File: src/rtl/cpu_mem.sv
// cpu_mem: MIPS memory-access stage; ALU pass-through plus loads/stores over a single-outstanding req/ack bus.
// Define CPU_MEM_ADDR_EXC_EN to raise address-error exceptions on misaligned half/word accesses.
module cpu_mem #(
    parameter int unsigned ACK_TIMEOUT = 0
) (
    input  logic        clk,
    input  logic        rst,
    input  logic        valid_i,
    output logic        ready_o,
    input  logic [3:0]  mem_op_i,
    input  logic [31:0] addr_i,
    input  logic [31:0] sdata_i,
    input  logic        we_i,
    input  logic [4:0]  waddr_i,
    input  logic [31:0] wdata_i,
    output logic        we_o,
    output logic [4:0]  waddr_o,
    output logic [31:0] wdata_o,
    output logic        data_req_o,
    output logic        data_we_o,
    output logic [31:0] data_addr_o,
    output logic [3:0]  data_be_o,
    output logic [31:0] data_wdata_o,
    input  logic        data_ack_i,
    input  logic [31:0] data_rdata_i,
    output logic        exc_o,
    output logic [31:0] badvaddr_o
);

    localparam int unsigned CNT_W = (ACK_TIMEOUT > 1) ? $clog2(ACK_TIMEOUT) : 1;
    localparam logic [CNT_W-1:0] CNT_LAST = CNT_W'((ACK_TIMEOUT > 0) ? ACK_TIMEOUT - 1 : 0);
    localparam bit TO_EN = (ACK_TIMEOUT > 0);

    localparam logic [3:0] OP_LB  = 4'd1;
    localparam logic [3:0] OP_LBU = 4'd2;
    localparam logic [3:0] OP_LH  = 4'd3;
    localparam logic [3:0] OP_LHU = 4'd4;
    localparam logic [3:0] OP_LW  = 4'd5;
    localparam logic [3:0] OP_SB  = 4'd6;
    localparam logic [3:0] OP_SH  = 4'd7;
    localparam logic [3:0] OP_SW  = 4'd8;

    typedef enum logic {
        S_IDLE,
        S_WAIT
    } state_t;

    state_t           state;
    logic [3:0]       op_q;
    logic [1:0]       lo_q;
    logic [4:0]       wa_q;
    logic [31:0]      va_q;
    logic [CNT_W-1:0] cnt;

    logic        in_byte_c;
    logic        in_half_c;
    logic        in_word_c;
    logic        in_store_c;
    logic        in_mem_c;
    logic [1:0]  lo_c;
    logic [3:0]  be_c;
    logic [31:0] wdat_c;
    logic [7:0]  rbyte_c;
    logic [15:0] rhalf_c;
    logic [31:0] load_c;
    logic        load_q_c;

    // Decode the incoming op: access size, aligned lane, byte enables and replicated store data.
    always_comb begin
        in_byte_c  = (mem_op_i == OP_LB) || (mem_op_i == OP_LBU) || (mem_op_i == OP_SB);
        in_half_c  = (mem_op_i == OP_LH) || (mem_op_i == OP_LHU) || (mem_op_i == OP_SH);
        in_word_c  = (mem_op_i == OP_LW) || (mem_op_i == OP_SW);
        in_store_c = (mem_op_i == OP_SB) || (mem_op_i == OP_SH) || (mem_op_i == OP_SW);
        in_mem_c   = in_byte_c || in_half_c || in_word_c;
        lo_c       = addr_i[1:0];
        be_c       = 4'b0000;
        wdat_c     = sdata_i;
        if (in_byte_c) begin
            be_c   = 4'b0001 << lo_c;
            wdat_c = {4{sdata_i[7:0]}};
        end else if (in_half_c) begin
            lo_c[0] = 1'b0;
            be_c    = lo_c[1] ? 4'b1100 : 4'b0011;
            wdat_c  = {2{sdata_i[15:0]}};
        end else if (in_word_c) begin
            lo_c = 2'b00;
            be_c = 4'b1111;
        end
    end

`ifdef CPU_MEM_ADDR_EXC_EN
    logic misalign_c;
    assign misalign_c = (in_half_c && addr_i[0]) || (in_word_c && (addr_i[1:0] != 2'b00));
`endif

    // Select and extend the loaded byte/half from the returned word.
    always_comb begin
        load_q_c = (op_q == OP_LB) || (op_q == OP_LBU) || (op_q == OP_LH) ||
                   (op_q == OP_LHU) || (op_q == OP_LW);
        case (lo_q)
            2'd1:    rbyte_c = data_rdata_i[15:8];
            2'd2:    rbyte_c = data_rdata_i[23:16];
            2'd3:    rbyte_c = data_rdata_i[31:24];
            default: rbyte_c = data_rdata_i[7:0];
        endcase
        rhalf_c = lo_q[1] ? data_rdata_i[31:16] : data_rdata_i[15:0];
        case (op_q)
            OP_LB:   load_c = {{24{rbyte_c[7]}}, rbyte_c};
            OP_LBU:  load_c = {24'd0, rbyte_c};
            OP_LH:   load_c = {{16{rhalf_c[15]}}, rhalf_c};
            OP_LHU:  load_c = {16'd0, rhalf_c};
            default: load_c = data_rdata_i;
        endcase
    end

    // Stage state machine; every output is a register.
    always_ff @(posedge clk or negedge rst) begin
        if (!rst) begin
            state        <= S_IDLE;
            op_q         <= 4'd0;
            lo_q         <= 2'd0;
            wa_q         <= 5'd0;
            va_q         <= 32'd0;
            cnt          <= '0;
            ready_o      <= 1'b0;
            we_o         <= 1'b0;
            waddr_o      <= 5'd0;
            wdata_o      <= 32'd0;
            data_req_o   <= 1'b0;
            data_we_o    <= 1'b0;
            data_addr_o  <= 32'd0;
            data_be_o    <= 4'd0;
            data_wdata_o <= 32'd0;
            exc_o        <= 1'b0;
            badvaddr_o   <= 32'd0;
        end else begin
            we_o  <= 1'b0;
            exc_o <= 1'b0;
            case (state)
                S_IDLE: begin
                    ready_o <= 1'b1;
                    if (valid_i && ready_o) begin
                        if (!in_mem_c) begin
                            we_o    <= we_i && (waddr_i != 5'd0);
                            waddr_o <= waddr_i;
                            wdata_o <= wdata_i;
                        end
`ifdef CPU_MEM_ADDR_EXC_EN
                        else if (misalign_c) begin
                            exc_o      <= 1'b1;
                            badvaddr_o <= addr_i;
                        end
`endif
                        else begin
                            op_q         <= mem_op_i;
                            lo_q         <= lo_c;
                            wa_q         <= waddr_i;
                            va_q         <= addr_i;
                            cnt          <= '0;
                            data_req_o   <= 1'b1;
                            data_we_o    <= in_store_c;
                            data_addr_o  <= {addr_i[31:2], 2'b00};
                            data_be_o    <= be_c;
                            data_wdata_o <= wdat_c;
                            ready_o      <= 1'b0;
                            state        <= S_WAIT;
                        end
                    end
                end
                S_WAIT: begin
                    // A completing ack takes priority over an expiring timeout.
                    if (data_ack_i) begin
                        data_req_o <= 1'b0;
                        ready_o    <= 1'b1;
                        state      <= S_IDLE;
                        if (load_q_c) begin
                            we_o    <= (wa_q != 5'd0);
                            waddr_o <= wa_q;
                            wdata_o <= load_c;
                        end
                    end else if (TO_EN && (cnt == CNT_LAST)) begin
                        data_req_o <= 1'b0;
                        ready_o    <= 1'b1;
                        state      <= S_IDLE;
                        exc_o      <= 1'b1;
                        badvaddr_o <= va_q;
                    end else if (TO_EN) begin
                        cnt <= cnt + CNT_W'(1);
                    end
                end
                default: state <= S_IDLE;
            endcase
        end
    end

endmodule

File: config.mk
export PLATFORM = sky130hd
export DESIGN_NAME = cpu_mem
export DESIGN_NICKNAME = d
export VERILOG_FILES = /design/src/rtl/cpu_mem.sv
export SDC_FILE = /design/constraint.sdc
export NUM_CORES = 1
export LEC_CHECK = 0
export ABC_AREA = 0
export CORE_ASPECT_RATIO = 0.7
export CORE_MARGIN = 3
export CORE_UTILIZATION = 50
export CTS_CLUSTER_DIAMETER = 30
export DETAILED_ROUTE_END_ITERATION = 10
export DONT_BUFFER_PORTS = 1
export GPL_TIMING_DRIVEN = 1
export PLACE_DENSITY = 0.7
export SYNTH_ARGS = -nofsm -noshare
export SYNTH_HDL_FRONTEND = slang
export SYNTH_SLANG_ARGS = --single-unit
File: constraint.sdc
create_clock -name clk -period 4.3 [get_ports clk]
set_clock_uncertainty 0.1 [all_clocks]
set_input_delay 0.86 -clock clk [delete_from_list [all_inputs] [get_ports clk]]
set_output_delay 0.86 -clock clk [all_outputs]
set_load 0.03 [all_outputs]
==> metrics.txt <==
outcome=completed; first-pass GRT wire length=27800 um; Setup CP Type=register to register; Post-DRT Antenna Nets=0; Final TNS setup=0 ns; final period utilization=about two thirds; Mapped Area=between 6000 and 7000 um2; final setup fails=0; post-synthesis cell type count=54; share of cells above drive strength 1=10.9%; Std-Cell Core Area=~13000 um2; worst-margin pin slew=roughly 1.3 ns; overflow left after global routing=0; EDFF count, synth=0; Longest Clk Path Bufs=2; crit-path max FO=39; ys async rst share=100%; CP endpoint kind=register; WL/cell=20.8 um; commonest non-fill, non-tap cell in the layout=nand2_1; Initial Util=between 50% and 60%; Fin. Hold Viols=0; Top Ports=approximately 280; cell at the slowest stage of the critical path=a2bb2oi_2; die area=around 14000 um2; Max IR drop VDD=0.338 mV; setup repair after global routing missed its margin=no; yosys warns=32; area of the multi-input gates=3150 um2; Slew HR=between 15 and 20%; P per Cell Area=roughly 760 nW/um2; via count=about 5400; hold buffers post-CTS=0; root buffer selected by CTS=clkbuf_16; P&R area growth vs syn=7.53%; Reg area=around 3000 um2; startpoint class of the critical path=register; CTS tree=yes; # fillers=1115; # rows=34; nets@finish=863; most used cell, CP=o21ai_0; post-synth top area cell=dfrtp_1; CTS Sinks=between 100 and 150; initial antenna violation count=0; largest net degree at the start of global routing=120; top_reg_cell synth=dfrtp_1; vias per std cell=around 6.0; post-DP HPWL=between 10000 and 15000 um; crit path cell chain=buf_4 > nand2_1 > a2111oi_2 > a2bb2oi_2 > o21ai_0 > o21ai_0; worst-skew pair later-pin latency=just over 0.4 ns; Power Total=about 5.3 mW; CTS resizes=0; Hold WC Path Type=input port to async pin; Yosys top cell area share=a little under half; IO Port Bufs=0; Fin Hold WS=about 0.039 ns; ranking of synthesized cells by area=dfrtp_1, nand2_1, o21ai_0, buf_4, mux2i_1; Seq/Total Area, Yosys=between 40% and 50%; Num CTS Buffers=17; ant diodes=0; Final min period=around 2.8 ns; Syn Area/Cell=roughly 8.7 um2; vias in the first global route=about 5000; DRT Wirelength=around 19000 um; htree depth=4; P_leak=3.13 nW; RD Place Congestion=~0.85; Die Height=101 um; max_cap viols=0; CP max stage delay=0.71 ns; DR DRC count=0; clock-pin slew of the registers on the worst-case setup and hold paths=roughly 0.06 ns; drt pass-1 iters=5; Synth Register Bits=approximately 120; Iter 0 DRT Violations=486; Mapped Cells=750; leading cell types in the layout, fill and taps excluded=nand2_1, dfrtp_1, o21ai_0, a21oi_1, conb_1; Final Max Slew Viols=0; Max Freq=around 350 MHz; post-CTS setup buffer count=0; Worst Path Required=roughly 4.5 ns; GRT Util Overall=~24%; CP arrival=roughly 3.1 ns; Die X-Extent=around 140 um
==> logic make-up (layout without fill, tap and decap cells) <==
family / after synthesis / count (layout) / synth area share, %
muxes: 33 / 33 / 5.27
AOI/OAI and AO/OA: 194 / 194 / 20.9
DFF: 119 / 119 / 45.7
buffers and inverters: 92 / 42 / 8.11
other: 1 / 35 / 0.0576
and+or+nand+nor: 309 / 309 / 19.6
xor gates and xnor gates: 2 / 2 / 0.269
==> area by class of cell <==
| cell class | instances | area share (%) |
|---|---|---|
| inverters | 4 | 0.214 |
| clock inverters | 14 | 2.38 |
| clock buffers | 18 | 6.27 |
| well taps | 162 | 2.90 |
| repair buffers | 6 | 0.643 |
| multi-input cells | 573 | 45.1 |
| flip-flops and latches | 119 | 42.5 |
==> sequential cells by signal, indices dropped and copies added (netlist names), 2 cells and up <==
register,flops
data_addr_o,30
data_be_o,4
data_wdata_o,32
lo_q,2
op_q,4
wa_q,5
waddr_o,5
wdata_o,32
==> synthesized netlist by cell type, types with 2 or more instances <==
| library cell | instances |
|---|---|
| nand2_1 | 239 |
| dfrtp_1 | 119 |
| o21ai_0 | 61 |
| a21oi_1 | 38 |
| buf_4 | 35 |
| nor2_1 | 29 |
| clkbuf_1 | 25 |
| buf_2 | 23 |
| mux2i_1 | 23 |
| nor2b_1 | 20 |
| o2bb2ai_1 | 17 |
| o221a_2 | 14 |
| mux2_2 | 10 |
| a211oi_1 | 9 |
| a31oi_1 | 8 |
| o211ai_1 | 8 |
| o311a_1 | 7 |
| o221ai_1 | 5 |
| o21ai_1 | 4 |
| buf_6 | 3 |
| inv_1 | 3 |
| nor3_1 | 3 |
| o22a_1 | 3 |
| or2_2 | 3 |
| a21o_1 | 2 |
| a21oi_4 | 2 |
| and3b_1 | 2 |
| buf_1 | 2 |
| nand3_1 | 2 |
| nor3b_1 | 2 |
| o221ai_2 | 2 |
| o311ai_0 | 2 |
| o32ai_1 | 2 |
| or4_1 | 2 |
| xnor2_1 | 2 |
==> worst paths after layout <==
check | from | end | slack (ns) | cells past startpoint
worst max-delay path | state | wdata_o[15] | 1.45 | 6
worst min-delay path | rst | data_wdata_o[27] | 0.04 | 0
worst max register to register | state | wdata_o[15] | 1.45 | 6
worst min register to register | wa_q[2] | wa_q[2] | 0.40 | 2
max in group asynchronous | rst | wdata_o[7] | 3.74 | 0
min in group clk | wa_q[2] | wa_q[2] | 0.40 | 2
==> where the power goes <==
group	switching, mW	internal [mW]	total [mW]
logic	0.662	0.462	1.12
registers	1.23	1.53	2.76
clock network	0.550	0.884	1.43
total	2.44	2.88	5.32
==> per-stage QoR <==
step / std cells / setup slack [ns] / instance area, um2 / utilization [%]
after floorplan: 784 / 1.98 / 6640 / -
after global placement: 864 / 1.41 / 6390 / 50.8
after detailed placement: 864 / 1.30 / 6390 / 50.8
after CTS: 896 / 1.44 / 7000 / 55.6
after global routing: 896 / 1.25 / 7000 / 55.6
final: 896 / 1.45 / 7000 / 55.6
==> layer usage <==
metal,wire length (um),track usage [%]
met3,2030,10.1
met4,236,6.21
met5,0,0
met2,8720,38.6
met1,7630,31.7
==> worst max-delay path: cells and delay by family (launching register included) <==
kind                   cells  cell delay (ns)
DFF                        1             0.32
and+or+nand+nor            1             0.17
buffers and inverters      1             0.40
AOI/OAI and AO/OA          4             1.76
No activity file was read; power rests on OpenSTA's default activity.
